**src/rtl/pool2x2_pkg.sv**
```systemverilog
// Shared geometry defaults, FSM encoding and pooled-plane sizing for the 2x2 max-pool writer.
package pool2x2_pkg;

    localparam int DEF_COLS   = 28;
    localparam int DEF_ROWS   = 28;
    localparam int DEF_PLANES = 6;
    localparam int DEF_DW     = 16;
    localparam int DEF_AW     = 16;

    localparam int POOLED_PLANE_SIZE = (DEF_ROWS / 2) * (DEF_COLS / 2);

    typedef enum logic [1:0] {
        ST_IDLE = 2'd0,
        ST_RUN  = 2'd1,
        ST_DONE = 2'd2
    } state_t;

    function automatic int pooled_size(input int rows, input int cols);
        return (rows / 2) * (cols / 2);
    endfunction

endpackage

```
**src/rtl/pool2x2_writer_linebuf.sv**
```systemverilog
// Half-width line buffer holding the top-row pair maxima until the matching bottom row arrives.
module pool_linebuf #(
    parameter int DEPTH = 14,
    parameter int DW    = 16,
    parameter int LAW   = 4
) (
    input  logic                 clk,
    input  logic                 we,
    input  logic [LAW-1:0]       waddr,
    input  logic signed [DW-1:0] wdata,
    input  logic [LAW-1:0]       raddr,
    output logic signed [DW-1:0] rdata
);

    logic signed [DW-1:0] mem [DEPTH];

    // NOTE: no reset on the array; every entry is written on the even row before the odd row reads it.
    always_ff @(posedge clk) begin
        if (we) mem[waddr] <= wdata;
    end

    assign rdata = mem[raddr];

endmodule

```
**src/rtl/pool2x2_writer.sv**
```systemverilog
// Streams a conv output plane in raster order and writes the 2x2 signed max of each window.
module pool2x2_writer
    import pool2x2_pkg::*;
#(
    parameter int COLS   = DEF_COLS,
    parameter int ROWS   = DEF_ROWS,
    parameter int PLANES = DEF_PLANES,
    parameter int DW     = DEF_DW,
    parameter int AW     = DEF_AW
) (
    input  logic                 clk,
    input  logic                 rst,
    input  logic                 start,
    input  logic                 in_valid,
    input  logic signed [DW-1:0] in_data,
    output logic                 wr_en,
    output logic [AW-1:0]        wr_addr,
    output logic signed [DW-1:0] wr_data,
    output logic                 plane_done,
    output logic                 busy,
    output logic                 done
);

    localparam int CW  = $clog2(COLS);
    localparam int RW  = $clog2(ROWS);
    localparam int PW  = (PLANES > 1) ? $clog2(PLANES) : 1;
    localparam int LAW = $clog2(COLS / 2);
    localparam int PSZ = pooled_size(ROWS, COLS);

    state_t state, state_next;

    logic [CW-1:0]        col;
    logic [RW-1:0]        row;
    logic [PW-1:0]        plane;
    logic signed [DW-1:0] pair;
    logic signed [DW-1:0] lb_rdata;
    logic signed [DW-1:0] top_max;
    logic signed [DW-1:0] win_max;
    logic                 accept;
    logic                 entering;
    logic                 last_col, last_row, last_plane;
    logic                 final_write;
    logic                 lb_we;
    logic [31:0]          addr_full;

    function automatic logic signed [DW-1:0] smax(input logic signed [DW-1:0] a,
                                                   input logic signed [DW-1:0] b);
        return (a > b) ? a : b;
    endfunction

    assign accept     = in_valid && (state == ST_RUN);
    assign entering   = start && (state != ST_RUN);
    assign last_col   = (col == CW'(COLS - 1));
    assign last_row   = (row == RW'(ROWS - 1));
    assign last_plane = (plane == PW'(PLANES - 1));

    assign top_max   = smax(pair, in_data);
    assign win_max   = smax(top_max, lb_rdata);
    assign addr_full = 32'(plane) * 32'(PSZ) + 32'(row >> 1) * 32'(COLS / 2) + 32'(col >> 1);
    assign lb_we     = accept && !row[0] && col[0];

    assign busy = (state == ST_RUN);
    assign done = (state == ST_DONE);

    pool_linebuf #(
        .DEPTH(COLS / 2),
        .DW   (DW),
        .LAW  (LAW)
    ) u_linebuf (
        .clk  (clk),
        .we   (lb_we),
        .waddr(col[CW-1:1]),
        .wdata(top_max),
        .raddr(col[CW-1:1]),
        .rdata(lb_rdata)
    );

    // NOTE: non-blocking assignments for all registered state so every flop samples pre-edge values.
    always_ff @(posedge clk or posedge rst) begin
        if (rst) state <= ST_IDLE;
        else     state <= state_next;
    end

    // NOTE: state_next defaults to the current state first so no path leaves it unassigned (no latch).
    always_comb begin
        state_next = state;
        case (state)
            ST_IDLE: if (start) state_next = ST_RUN;
            ST_RUN:  if (wr_en && final_write) state_next = ST_DONE;
            ST_DONE: if (start) state_next = ST_RUN;
            default: state_next = ST_IDLE;
        endcase
    end

    always_ff @(posedge clk or posedge rst) begin
        if (rst) begin
            col         <= '0;
            row         <= '0;
            plane       <= '0;
            pair        <= '0;
            wr_en       <= 1'b0;
            wr_addr     <= '0;
            wr_data     <= '0;
            plane_done  <= 1'b0;
            final_write <= 1'b0;
        end else begin
            wr_en       <= 1'b0;
            plane_done  <= 1'b0;
            final_write <= 1'b0;
            if (entering) begin
                col   <= '0;
                row   <= '0;
                plane <= '0;
                pair  <= '0;
            end else if (accept) begin
                if (last_col) begin
                    col <= '0;
                    if (last_row) begin
                        row   <= '0;
                        plane <= last_plane ? '0 : plane + 1'b1;
                    end else begin
                        row <= row + 1'b1;
                    end
                end else begin
                    col <= col + 1'b1;
                end

                if (!col[0]) begin
                    pair <= in_data;
                end else if (row[0]) begin
                    // Odd/odd pixel closes a window: pair, current pixel and buffered top-row max.
                    wr_en       <= 1'b1;
                    wr_data     <= win_max;
                    wr_addr     <= addr_full[AW-1:0];
                    plane_done  <= last_row && last_col;
                    final_write <= last_row && last_col && last_plane;
                end
            end
        end
    end

endmodule

```
**config.mk**
```make
export PLATFORM = sky130hd
export DESIGN_NAME = pool2x2_writer
export DESIGN_NICKNAME = d
export VERILOG_FILES = /design/src/rtl/pool2x2_pkg.sv /design/src/rtl/pool2x2_writer_linebuf.sv /design/src/rtl/pool2x2_writer.sv
export SDC_FILE = /design/constraint.sdc
export NUM_CORES = 1
export LEC_CHECK = 0
export CORE_ASPECT_RATIO = 0.8
export CORE_MARGIN = 2
export CORE_UTILIZATION = 65
export DETAILED_ROUTE_END_ITERATION = 10
export PLACE_DENSITY = 0.88
export SLEW_MARGIN = 10
export SYNTH_ARGS = -nofsm -noshare
export SYNTH_HDL_FRONTEND = slang
export SYNTH_SLANG_ARGS = --single-unit
```
**constraint.sdc**
```tcl
create_clock -name clk -period 10.8 [get_ports clk]
set_clock_uncertainty 0.1 [all_clocks]
set_input_delay 2.16 -clock clk [delete_from_list [all_inputs] [get_ports clk]]
set_output_delay 2.16 -clock clk [all_outputs]
set_load 0.01 [all_outputs]
```
* Word-level counts from Yosys, hierarchy flattened *
Memories as Yosys holds them, arrays and structs flattened.
Cells that the tools add are included.

storage, ports and cells
  input port bits = 20
  output and inout bits = 36
  flip-flop bits (word level) = 66
  memories = 1
  memory bits (writable) = 224

memory list
  memory         words  width  read ports  clocked after Yosys merged registers in  wr ports  line                          source
  u_linebuf.mem  14     16     1           0                                        1         pool2x2_writer_linebuf.sv:15  logic signed [DW-1:0] mem [DEPTH];

operators by class
  order comparisons = 2
  add/sub/neg operators = 5
  muxes and demuxes = 34
  multiply operators = 2
  bitwise logic cells = 1
  reduce and logical (&&, ||, !) cells = 18
  eq/ne operators = 9

operators by type and width
  operator             count
  $mux 16              5
  $mux 5               7
  $gt 16x16->1         2
  $mux 3               5
  $mux 1               14
  $add 12x4->13        1
  $add 11x8->12        1
  $add 5x1->5 const B  2
  $eq 5x5->1 const B   2
  $mul 3x6->9 const B  1
  $ne 2x1->1 const B   4
  $logic_and 1x1->1    7
  $mul 4x3->7 const B  1
  $reduce_and 2->1     3
  $reduce_bool 2->1    3
  $mux 2               2
  $pmux 2 s2           1
  $reduce_and 4->1     1
  $add 3x1->3 const B  1
  $eq 3x3->1 const B   1
  $reduce_and 3->1     1
  $eq 2x1->1 const B   1
  $eq 2x2->1 const B   1
  $logic_not 2->1      1
  3 further kinds      3

* Logic depth before layout (Yosys ltp) *
Gate-level depths: netlist (run 1).

  word-level depth = 7
  mapped depth = 20

* By module *
A second synthesis (run 1) with hierarchy kept.

second synthesis, totals
  cell total of the unflattened synthesis = 857
  area total of the unflattened synthesis = 13070.0 sq um

modules (own cells, without submodules)
  module          cells each  area an instance (sq um)  times used
  pool_linebuf    379         8600.7                    1
  pool2x2_writer  478         4469.3                    1

* Worst setup path after synthesis (run 1) *
OpenSTA, ideal clock, no wires.

  kind = input port to flip-flop
  start = input in_data[14]
  end = register wr_data[10]
  setup slack = 4662 ps
  buffers on the path = 4
  setup time = 87 ps
  arrival = 5951 ps
  cell stages on the path = 18
  data required time = 10613 ps
  cells stage by stage = inv_1 > ha_1 > nand4_1 > or4_1 > clkbuf_1 > clkbuf_1 > nand3_1 > a31oi_1 > or2_1 > ha_1 > a211oi_2 > o211ai_1 > and3_1 > or4_4 > buf_6 > buf_6 > a311o_1 > o211ai_1

between the ends
  cells in the longest elaborated chain, start to end = 4

ends and longest elaborated chain
  item                  line                   source
  from (decl)           pool2x2_writer.sv:15   input logic signed [DW-1:0] in_data,
  $gt 16x16->1          pool2x2_writer.sv:48   return (a > b) ? a : b;
  $mux 16               pool2x2_writer.sv:48
  named net top_max[5]  pool2x2_writer.sv:37   logic signed [DW-1:0] top_max;
  $gt 16x16->1          pool2x2_writer.sv:48
  $mux 16               pool2x2_writer.sv:48
  to (signal assigned)  pool2x2_writer.sv:133  wr_data <= win_max;
  to (decl)             pool2x2_writer.sv:18   output logic signed [DW-1:0] wr_data,

The timed path passes the listed nets, and every way through them passes these cells.
A chain may end at the register's enable or synchronous reset.

* Final worst setup path (run 1) *
  start = input in_data[14]
  end = register wr_data[4]

Same word-level chain as after synthesis.

==> results.yml, run 1 <==
place:
  gp_congestion: 0.836
  placed_area_um2: 14400
  dpl.hpwl_mm: 19.5
  io_buffers: 51
cells_and_area:
  final_common_cell: "edfxtp_1"
  layout_common_cells: "edfxtp_1, nand2_1, dfrtp_1"
  antenna_cells: 0
  layout-drive-gt1-share_pct: 12.9
  area_delta_synth_final_pct: 12.0
  fin_util_pct: 74.0
  final_cell_area_um2: 15300
  fin_nets: 1128
grt:
  use_met2_pct: 48.4
  grtUsageMet3_pct: 6.15
  grt_pass1_vias: 8872
  grt_max_degree: 71
  grt_first_pass_wirelength_mm: 50.6
  grt_util_met1_pct: 40.9
  antenna_found_initial: 0
  grt_usage_pct: 30.0
  grt.busiest_layer: "met2"
  overflow: 0
logic_synthesis:
  ys_ff_latch: 286
  synthDominantCellAreaShare_pct: 49.3
  synth-async-reset-ratio_pct: 21.7
  yosys_warnings: 0
  synthTopCellsByArea: "edfxtp_1, dfrtp_1, mux4_2, ha_1, nand2_1"
  syn_area_um2: 13600
  synthCells: 1004
  synth_top_cell_by_area: "edfxtp_1"
  synth_cell_types: 60
  ys_seq_area_share_pct: 60.7
  synth_edf_count: 224
  ys.flop_type: "edfxtp_1"
  avgSynthCellArea_um2: 13.6
run:
  max_cap_violations: 0
floorplan:
  ios: 56
  die_area_um2: 22200
  initial_core_util_pct: 66.1
  fp-row-count: 47
  dieWidth_um: 166
  die_h_um: 134
  coreArea_um2: 20600
cts:
  clockBufferDepth: 3
  cts_resized: 0
  post_cts_buffers: 0
  hold_buffers: 0
  ctsRootBufferMaster: "clkbuf_16"
  worstSkewPairLatency_ps: 550
  cts_tree: "yes"
  cts_buffers: 27
  cts.sinks: 286
  path_clk_slew_ps: 70
  htree_levels: 1
setup_path:
  arrival_ps: 7970
  setup.worst_path.end_class: "flip-flop"
  crit_path_start_kind: "input pin"
  critPathKind: "input pin to flip-flop"
  required_ps: 11170
  critPathMaxFanout: 32
detailed_routing:
  avgViaCountPerCell: 6.80
  dr.pass1.iters: 6
  vias: 9049
  wirelength_mm: 33.2
  post-route-drc-count: 0
  drt_iter0_markers: 1253
  wl_per_cell_um: 24.9
  ant_nets: 0
sta:
  worstMarginPinSlew_ps: 1100
  setup_tns_ps: 0
  finalMaxSlewViolations: 0
  fin_crit_sh_pct: 70.4
  rsz0062_at_grt: "no"
  min_period_ps: 7600
  max_freq_ghz: 0.131
  hold_viol: 0
  relSlewSlack_pct: 26.1
  setup_violations: 0
power:
  leakagePower_nw: 5.75
  ir_drop_mv: 0.184
  power_density_nw_per_um2: 261
min_path:
  hold_path.class: "flip-flop to flip-flop"
status:
  outcome: "finished clean"
==> logic make-up after synthesis <==
group | after synthesis | share of synthesized area (%)
XOR/XNOR | 7 | 0.450
other | 1 | 0.0275
AND/OR/NAND/NOR | 255 | 8.48
AO/OA/AOI/OAI | 213 | 11.1
buffers and inverters | 112 | 3.55
multiplexers | 65 | 9.28
adder cells (fa/ha/maj) | 65 | 6.35
flip-flops | 286 | 60.7
==> cells in the mapped netlist, types with 4 or more instances <==
| master | n |
|---|---|
| edfxtp_1 | 224 |
| nand2_1 | 145 |
| dfrtp_1 | 62 |
| ha_1 | 58 |
| mux4_2 | 49 |
| a21oi_1 | 45 |
| inv_1 | 41 |
| clkbuf_1 | 40 |
| o21ai_0 | 37 |
| a31oi_1 | 31 |
| nand3_1 | 22 |
| nor2_1 | 19 |
| o2111ai_1 | 17 |
| or2_1 | 17 |
| a41o_1 | 16 |
| a311o_1 | 15 |
| mux2i_1 | 15 |
| or2_0 | 14 |
| o211ai_1 | 11 |
| nor3_1 | 10 |
| buf_1 | 9 |
| buf_2 | 9 |
| nand4_1 | 9 |
| o211ai_2 | 9 |
| buf_4 | 8 |
| fa_1 | 7 |
| a21o_1 | 6 |
| o31ai_1 | 6 |
| nor2b_1 | 4 |
| xnor2_1 | 4 |
==> worst max-delay path, cell delays in order <==
cell,delay (ps)
clkdlybuf4s50_1,520
inv_1,70
ha_1,350
nand4_1,190
or4_1,1070
nand3_1,260
a31oi_1,90
or2_1,470
ha_1,460
nand4_1,210
nor4_1,640
a21boi_1,550
or4_4,480
o2111ai_1,260
o211ai_2,190
==> area by class of cell <==
cell class / count / area (um2)
inverter: 43 / 161
multi-input combinational: 609 / 4950
timing repair buffer: 76 / 706
clock inverter: 13 / 124
tap: 269 / 337
sequential: 286 / 8280
clock buffer: 34 / 702
fill: 1191 / 5380
==> sequential cells by signal (all words and copies together) (netlist names) <==
signal and flops:
u_linebuf.mem 224, wr_data 16, plane_done 1, final_write 1
wr_en 1, pair 16, row 5, plane 3
state 2, wr_addr 12, col 5
==> power breakdown <==
part / switching (mW) / leakage (nW) / internal [mW]
clock: 0.402 / 0.406 / 0.508
sequential: 0.0969 / 2.83 / 1.43
combinational: 0.943 / 2.52 / 0.604
==> layer usage <==
layer	wire length (um)	share of wire (%)
met4	1160	3.5
met2	16100	49
met5	0	0
met1	12800	39
met3	3080	9.3
==> final timing paths <==
kind	startpoint	end	slack, ps	cells after the start
max	in_data[14]	wr_data[4]$_DFFE_PP0P_	3200	15
min	wr_addr[11]$_DFFE_PP0P_	wr_addr[11]$_DFFE_PP0P_	370	2
max reg2reg	pair[14]$_DFFE_PP0P_	wr_data[4]$_DFFE_PP0P_	4980	13
min reg2reg	wr_addr[11]$_DFFE_PP0P_	wr_addr[11]$_DFFE_PP0P_	370	2
max in group asynchronous	rst	col[1]$_DFFE_PP0P_	7880	3
min in group asynchronous	rst	wr_addr[9]$_DFFE_PP0P_	2100	3
==> stage by stage <==
step / instances / worst slack (ps) / total power, mW / hold slack [ps]
finish: 1330 / 3200 / 3.98 / 365
floorplan: 1007 / 4660 / 2.59 / 359
global route: 1330 / 3060 / 4.16 / 399
global placement: 1282 / 3180 / 2.93 / 354
detailed placement: 1282 / 2970 / 3.01 / 357
CTS: 1329 / 3440 / 3.95 / 369
(Power assumes the default switching activity.)
==> run 2, diff against run 1 <==
- CORE_UTILIZATION: 65 -> 61
- PLACE_DENSITY: 0.88 -> 0.84
- clock period: 10.8 -> 7.2 ns (I/O delays scaled with it)
==> run 2 against run 1 <==
Utilization fell by 3.3 points. Global-route usage shrank 2.9 points. Clock power rose by 56%. Critical path depth grew 1. Register-to-register slack got worse by 3200 ps. Design area rose by 0.58%. Sequential share of layout area fell by 0.31 points. Clock-buffer cell count is 3 lower. Die area up 6.4%. Sequential cell count is the same. Combinational power up 40%.
==> results.yml, run 2 (synthesized netlist as in run 1, its figures left out) <==
status:
  outcome: "finished clean"
grt:
  grt_first_pass_wirelength_mm: 47.9
  overflow: 0
  grt_max_degree: 71
  antenna_found_initial: 0
  grt_usage_pct: 27.1
  grt_pass1_vias: 8476
cells_and_area:
  final_cell_area_um2: 15400
  antenna_cells: 0
  fin_nets: 1129
  area_delta_synth_final_pct: 12.6
  top_regs: "u_linebuf.mem x224, pair x16, wr_data x16"
  layout-drive-gt1-share_pct: 13.3
  regMostFlops: "u_linebuf.mem"
  final_common_cell: "edfxtp_1"
  layout_common_cells: "edfxtp_1, nand2_1, dfrtp_1"
  largest_reg_flops: 224
floorplan:
  die_area_um2: 23600
  ios: 56
  fp-row-count: 48
  coreArea_um2: 21700
  die_h_um: 138
  dieWidth_um: 171
  initial_core_util_pct: 62.7
cts:
  hold_buffers: 0
  worstSkewPairLatency_ps: 560
  cts_tree: "yes"
  post_cts_buffers: 0
  path_clk_slew_ps: 70
  htree_levels: 1
  cts_resized: 0
  ctsRootBufferMaster: "clkbuf_16"
  cts_buffers: 27
  cts.sinks: 286
  clockBufferDepth: 3
detailed_routing:
  ant_nets: 0
  wirelength_mm: 31.0
  dr.pass1.iters: 5
  avgViaCountPerCell: 6.42
  wl_per_cell_um: 22.8
  vias: 8751
  post-route-drc-count: 0
  drt_iter0_markers: 900
setup_path:
  crit_chain: "clkdlybuf4s50_1, inv_1, ha_1, nand4_1, or4_1, buf_4, a21oi_1, a41o_1, or2_1, ha_1, a211oi_2, o211ai_1, and3_1, o31ai_4, o2111ai_1, o211ai_2"
  critical_path.max_stage_delay_ps: 1000
  crit_path_start_kind: "input pin"
  critPathMaxFanout: 32
  critPathMostFrequentCell: "ha_1"
  critPathKind: "input pin to flip-flop"
  setup.worst_path.end_class: "flip-flop"
  required_ps: 7580
  cp_slowest_cell: "o31ai_4"
  arrival_ps: 6820
place:
  placed_area_um2: 14500
  gp_congestion: 0.885
  dpl.hpwl_mm: 19.6
  io_buffers: 51
sta:
  min_period_ps: 6450
  fin_crit_sh_pct: 89.5
  rsz0062_at_grt: "no"
  setup_violations: 0
  relSlewSlack_pct: 16.2
  finalMaxSlewViolations: 0
  worstMarginPinSlew_ps: 1260
  setup_tns_ps: 0
  max_freq_ghz: 0.155
  hold_viol: 0
power:
  intPower_mw: 3.83
  power_density_nw_per_um2: 388
  power_frac_comb_pct: 36.5
  p_clk_share_pct: 23.9
  switchingPower_mw: 2.12
  swShare_pct: 35.7
  p_seq_share_pct: 39.6
  leakagePower_nw: 5.78
  ir_drop_mv: 0.265
min_path:
  hold_path.class: "flip-flop to flip-flop"
run:
  max_cap_violations: 0
## run 2: critical path: cells and delay by family
kind / cells / cell delay, ps
AOI/OAI and AO/OA: 7 / 2190
and+or+nand+nor: 4 / 1580
buffers and inverters: 3 / 880
adders and majority gates: 2 / 690
## run 2: per-layer routing
layer	global-route usage, %	share of wire [%]
met1	38.7	41
met3	5.49	8.5
met5	0	0
met2	43.0	48
met4	7.63	2.6
## run 2: stage by stage
stage	worst slack, ps	power, mW	instances	hold slack [ps]	util, %
after floorplan	1780	3.88	1007	359	-
after global placement	476	4.43	1315	360	66.6
after detailed placement	346	4.51	1315	366	66.6
after CTS	873	5.94	1364	382	70.6
after global routing	444	6.25	1364	410	70.6
final	754	5.95	1364	377	70.6
## run 2: power by group through the flow
stage | clock [mW] | sequential [mW] | combinational, mW
floorplan | 0 | 2.27 | 1.61
global placement | 0 | 2.38 | 2.05
detailed placement | 0 | 2.39 | 2.13
CTS | 1.43 | 2.36 | 2.15
global route | 1.50 | 2.38 | 2.36
finish | 1.42 | 2.36 | 2.17
## run 2: final cells by class
type	instances	area [um2]
Fill cell	1394	6390
Timing Repair Buffer	77	706
Sequential cell	286	8280
Clock buffer	31	691
Inverter	43	161
Clock inverter	18	185
Tap cell	300	375
Multi-Input combinational cell	609	4950
## run 2: path summary, 6_finish.rpt
check | startpoint | end | slack (ps) | depth (start not counted)
worst max-delay path | in_data[14] | wr_data[6]$_DFFE_PP0P_ | 750 | 16
min in group asynchronous | rst | wr_data[13]$_DFFE_PP0P_ | 1350 | 3
max in group asynchronous | rst | col[1]$_DFFE_PP0P_ | 5050 | 3
worst max register to register | pair[14]$_DFFE_PP0P_ | wr_data[6]$_DFFE_PP0P_ | 1800 | 14
worst min-delay path | wr_addr[4]$_DFFE_PP0P_ | wr_addr[4]$_DFFE_PP0P_ | 380 | 2
worst min register to register | wr_addr[4]$_DFFE_PP0P_ | wr_addr[4]$_DFFE_PP0P_ | 380 | 2
==> run 3, diff against run 2 <==
- clock period: 7.2 -> 7.05 ns (I/O delays scaled with it)
==> run 3 against run 2 <==
Final cell count about the same. Die area unchanged. Routed wire length up 4.9%. Utilization up 0.37 points. Clock-buffer cell count unchanged. Setup slack better by 44 ps. Sequential power up 2%. Via count up 3.3%. Hold slack better by 8.3 ps. Critical path type unchanged. Sequential share of layout area down 0.28 points. Non-clock buffer count up 2. First-iteration DRC count up 34%.
==> results.yml, run 3 (synthesized netlist as in run 1, its figures left out) <==
cells_and_area:
  final_cell_area_um2: 15400
  fill_cells: 1370
  fin_nets: 1131
  final_common_cell: "edfxtp_1"
  regMostFlops: "u_linebuf.mem"
  antenna_cells: 0
  fin_util_pct: 71.0
  top_regs: "u_linebuf.mem x224, pair x16, wr_data x16"
  largest_reg_flops: 224
  area_delta_synth_final_pct: 13.2
  layout_common_cells: "edfxtp_1, nand2_1, dfrtp_1"
  layout-drive-gt1-share_pct: 14.0
cts:
  cts_resized: 0
  cts_tree: "yes"
  path_clk_slew_ps: 70
  worstSkewPairLatency_ps: 540
  hold_buffers: 0
  cts_buffers: 27
  htree_levels: 1
  cts.sinks: 286
  post_cts_buffers: 0
  clockBufferDepth: 3
  ctsRootBufferMaster: "clkbuf_16"
power:
  ir_drop_mv: 0.256
  power_density_nw_per_um2: 403
  power_mw: 6.22
  leakagePower_nw: 5.80
status:
  outcome: "finished clean"
detailed_routing:
  drt_iter0_markers: 1203
  ant_nets: 0
  vias: 9042
  wl_per_cell_um: 23.9
  post-route-drc-count: 0
  dr.pass1.iters: 6
  wirelength_mm: 32.6
  avgViaCountPerCell: 6.62
setup_path:
  required_ps: 7340
  path_delay_family: "simple AND/OR/NAND/NOR gates"
  worstRegToRegCells: 14
  critical_path.max_stage_delay_ps: 740
  crit_chain: "clkdlybuf4s50_1, inv_1, ha_1, nand4_1, or4_1, buf_4, nand3_1, a31oi_1, or2_1, ha_1, nand4_1, nor4_1, a21boi_1, or4_4, a311o_1, o211ai_2"
  critPathKind: "input pin to flip-flop"
  r2r-end: "wr_data[1]$_DFFE_PP0P_"
  crit_end: "wr_data[1]$_DFFE_PP0P_"
  arrival_ps: 6540
  rrSetupSlack_ps: 1860
  rr_startpoint: "pair[14]$_DFFE_PP0P_"
  setup.worst_path.end_class: "flip-flop"
  crit_path_start_kind: "input pin"
  critPathMaxFanout: 32
  critPathLaunch: "in_data[14]"
  crit_cells: 16
  path_buf_inv: 3
  cp_slowest_cell: "or4_1"
grt:
  grt_pass1_vias: 8695
  grt_max_degree: 71
  grt_usage_pct: 28.2
  overflow: 0
  grt_first_pass_wirelength_mm: 49.8
  antenna_found_initial: 0
sta:
  fin_crit_sh_pct: 88.7
  hold_viol: 0
  finalMaxSlewViolations: 0
  setup_tns_ps: 0
  relSlewSlack_pct: 19.9
  setup_violations: 0
  max_freq_ghz: 0.160
  fin_hold_ws_ps: 385
  worstMarginPinSlew_ps: 1200
  rsz0062_at_grt: "no"
  min_period_ps: 6250
place:
  dpl.hpwl_mm: 20.1
  placed_area_um2: 14500
  gp_congestion: 0.906
  io_buffers: 51
min_path:
  hold_path.class: "flip-flop to flip-flop"
floorplan:
  die_area_um2: 23600
  dieWidth_um: 171
  fp-row-count: 48
  die_h_um: 138
  initial_core_util_pct: 62.7
  coreArea_um2: 21700
  ios: 56
run:
  max_cap_violations: 0
## run 3: worst min-delay path by stage
stage	startpoint	end	slack (ps)	depth (start not counted)
6_report	wr_addr[2]$_DFFE_PP0P_	wr_addr[2]$_DFFE_PP0P_	390	2
3_5_place_dp	wr_addr[4]$_DFFE_PP0P_	wr_addr[4]$_DFFE_PP0P_	370	2
3_3_place_gp	wr_addr[0]$_DFFE_PP0P_	wr_addr[0]$_DFFE_PP0P_	360	2
4_1_cts	wr_addr[2]$_DFFE_PP0P_	wr_addr[2]$_DFFE_PP0P_	390	2
5_1_grt	wr_addr[0]$_DFFE_PP0P_	wr_addr[0]$_DFFE_PP0P_	410	2
2_1_floorplan	state[0]$_DFFE_PP0P_	state[0]$_DFFE_PP0P_	360	1
## run 3: report_power, final
part / internal (mW) / total [mW] / switching, mW / leakage [nW]
Clock: 0.909 / 1.54 / 0.635 / 0.445
Sequential: 2.18 / 2.40 / 0.218 / 2.83
Combinational: 0.915 / 2.27 / 1.36 / 2.52
## run 3: layer usage
layer | vias to the layer above | wire, um | share of wire (%) | global-route usage [%]
met5 | - | 0 | 0 | 0
met4 | 0 | 874 | 2.7 | 8.05
met3 | 78 | 2880 | 8.9 | 4.71
met2 | 526 | 15500 | 47 | 44.2
met1 | 4513 | 13300 | 41 | 41.5
li1 | 3925 | - | - | -
## run 3: area by class of cell
type / instances / area [um2] / share of cell area, %
repair buffers: 79 / 721 / 4.67
inverters: 43 / 161 / 1.05
multi-input cells: 609 / 4950 / 32.1
well taps: 300 / 375 / 2.43
flip-flops and latches: 286 / 8280 / 53.7
clock inverters: 17 / 231 / 1.50
clock buffers: 31 / 711 / 4.60
## run 3: worst min-delay path: cells and delay by family, from the launching register on
family,cells,cell delay [ps]
DFF,1,340
and+or+nand+nor,2,120
## run 3: metrics by stage
step | cells | worst slack (ps)
6_report | 1365 | 798
4_1_cts | 1365 | 921
5_1_grt | 1365 | 486
2_1_floorplan | 1007 | 1660
3_5_place_dp | 1317 | 414
3_3_place_gp | 1317 | 599
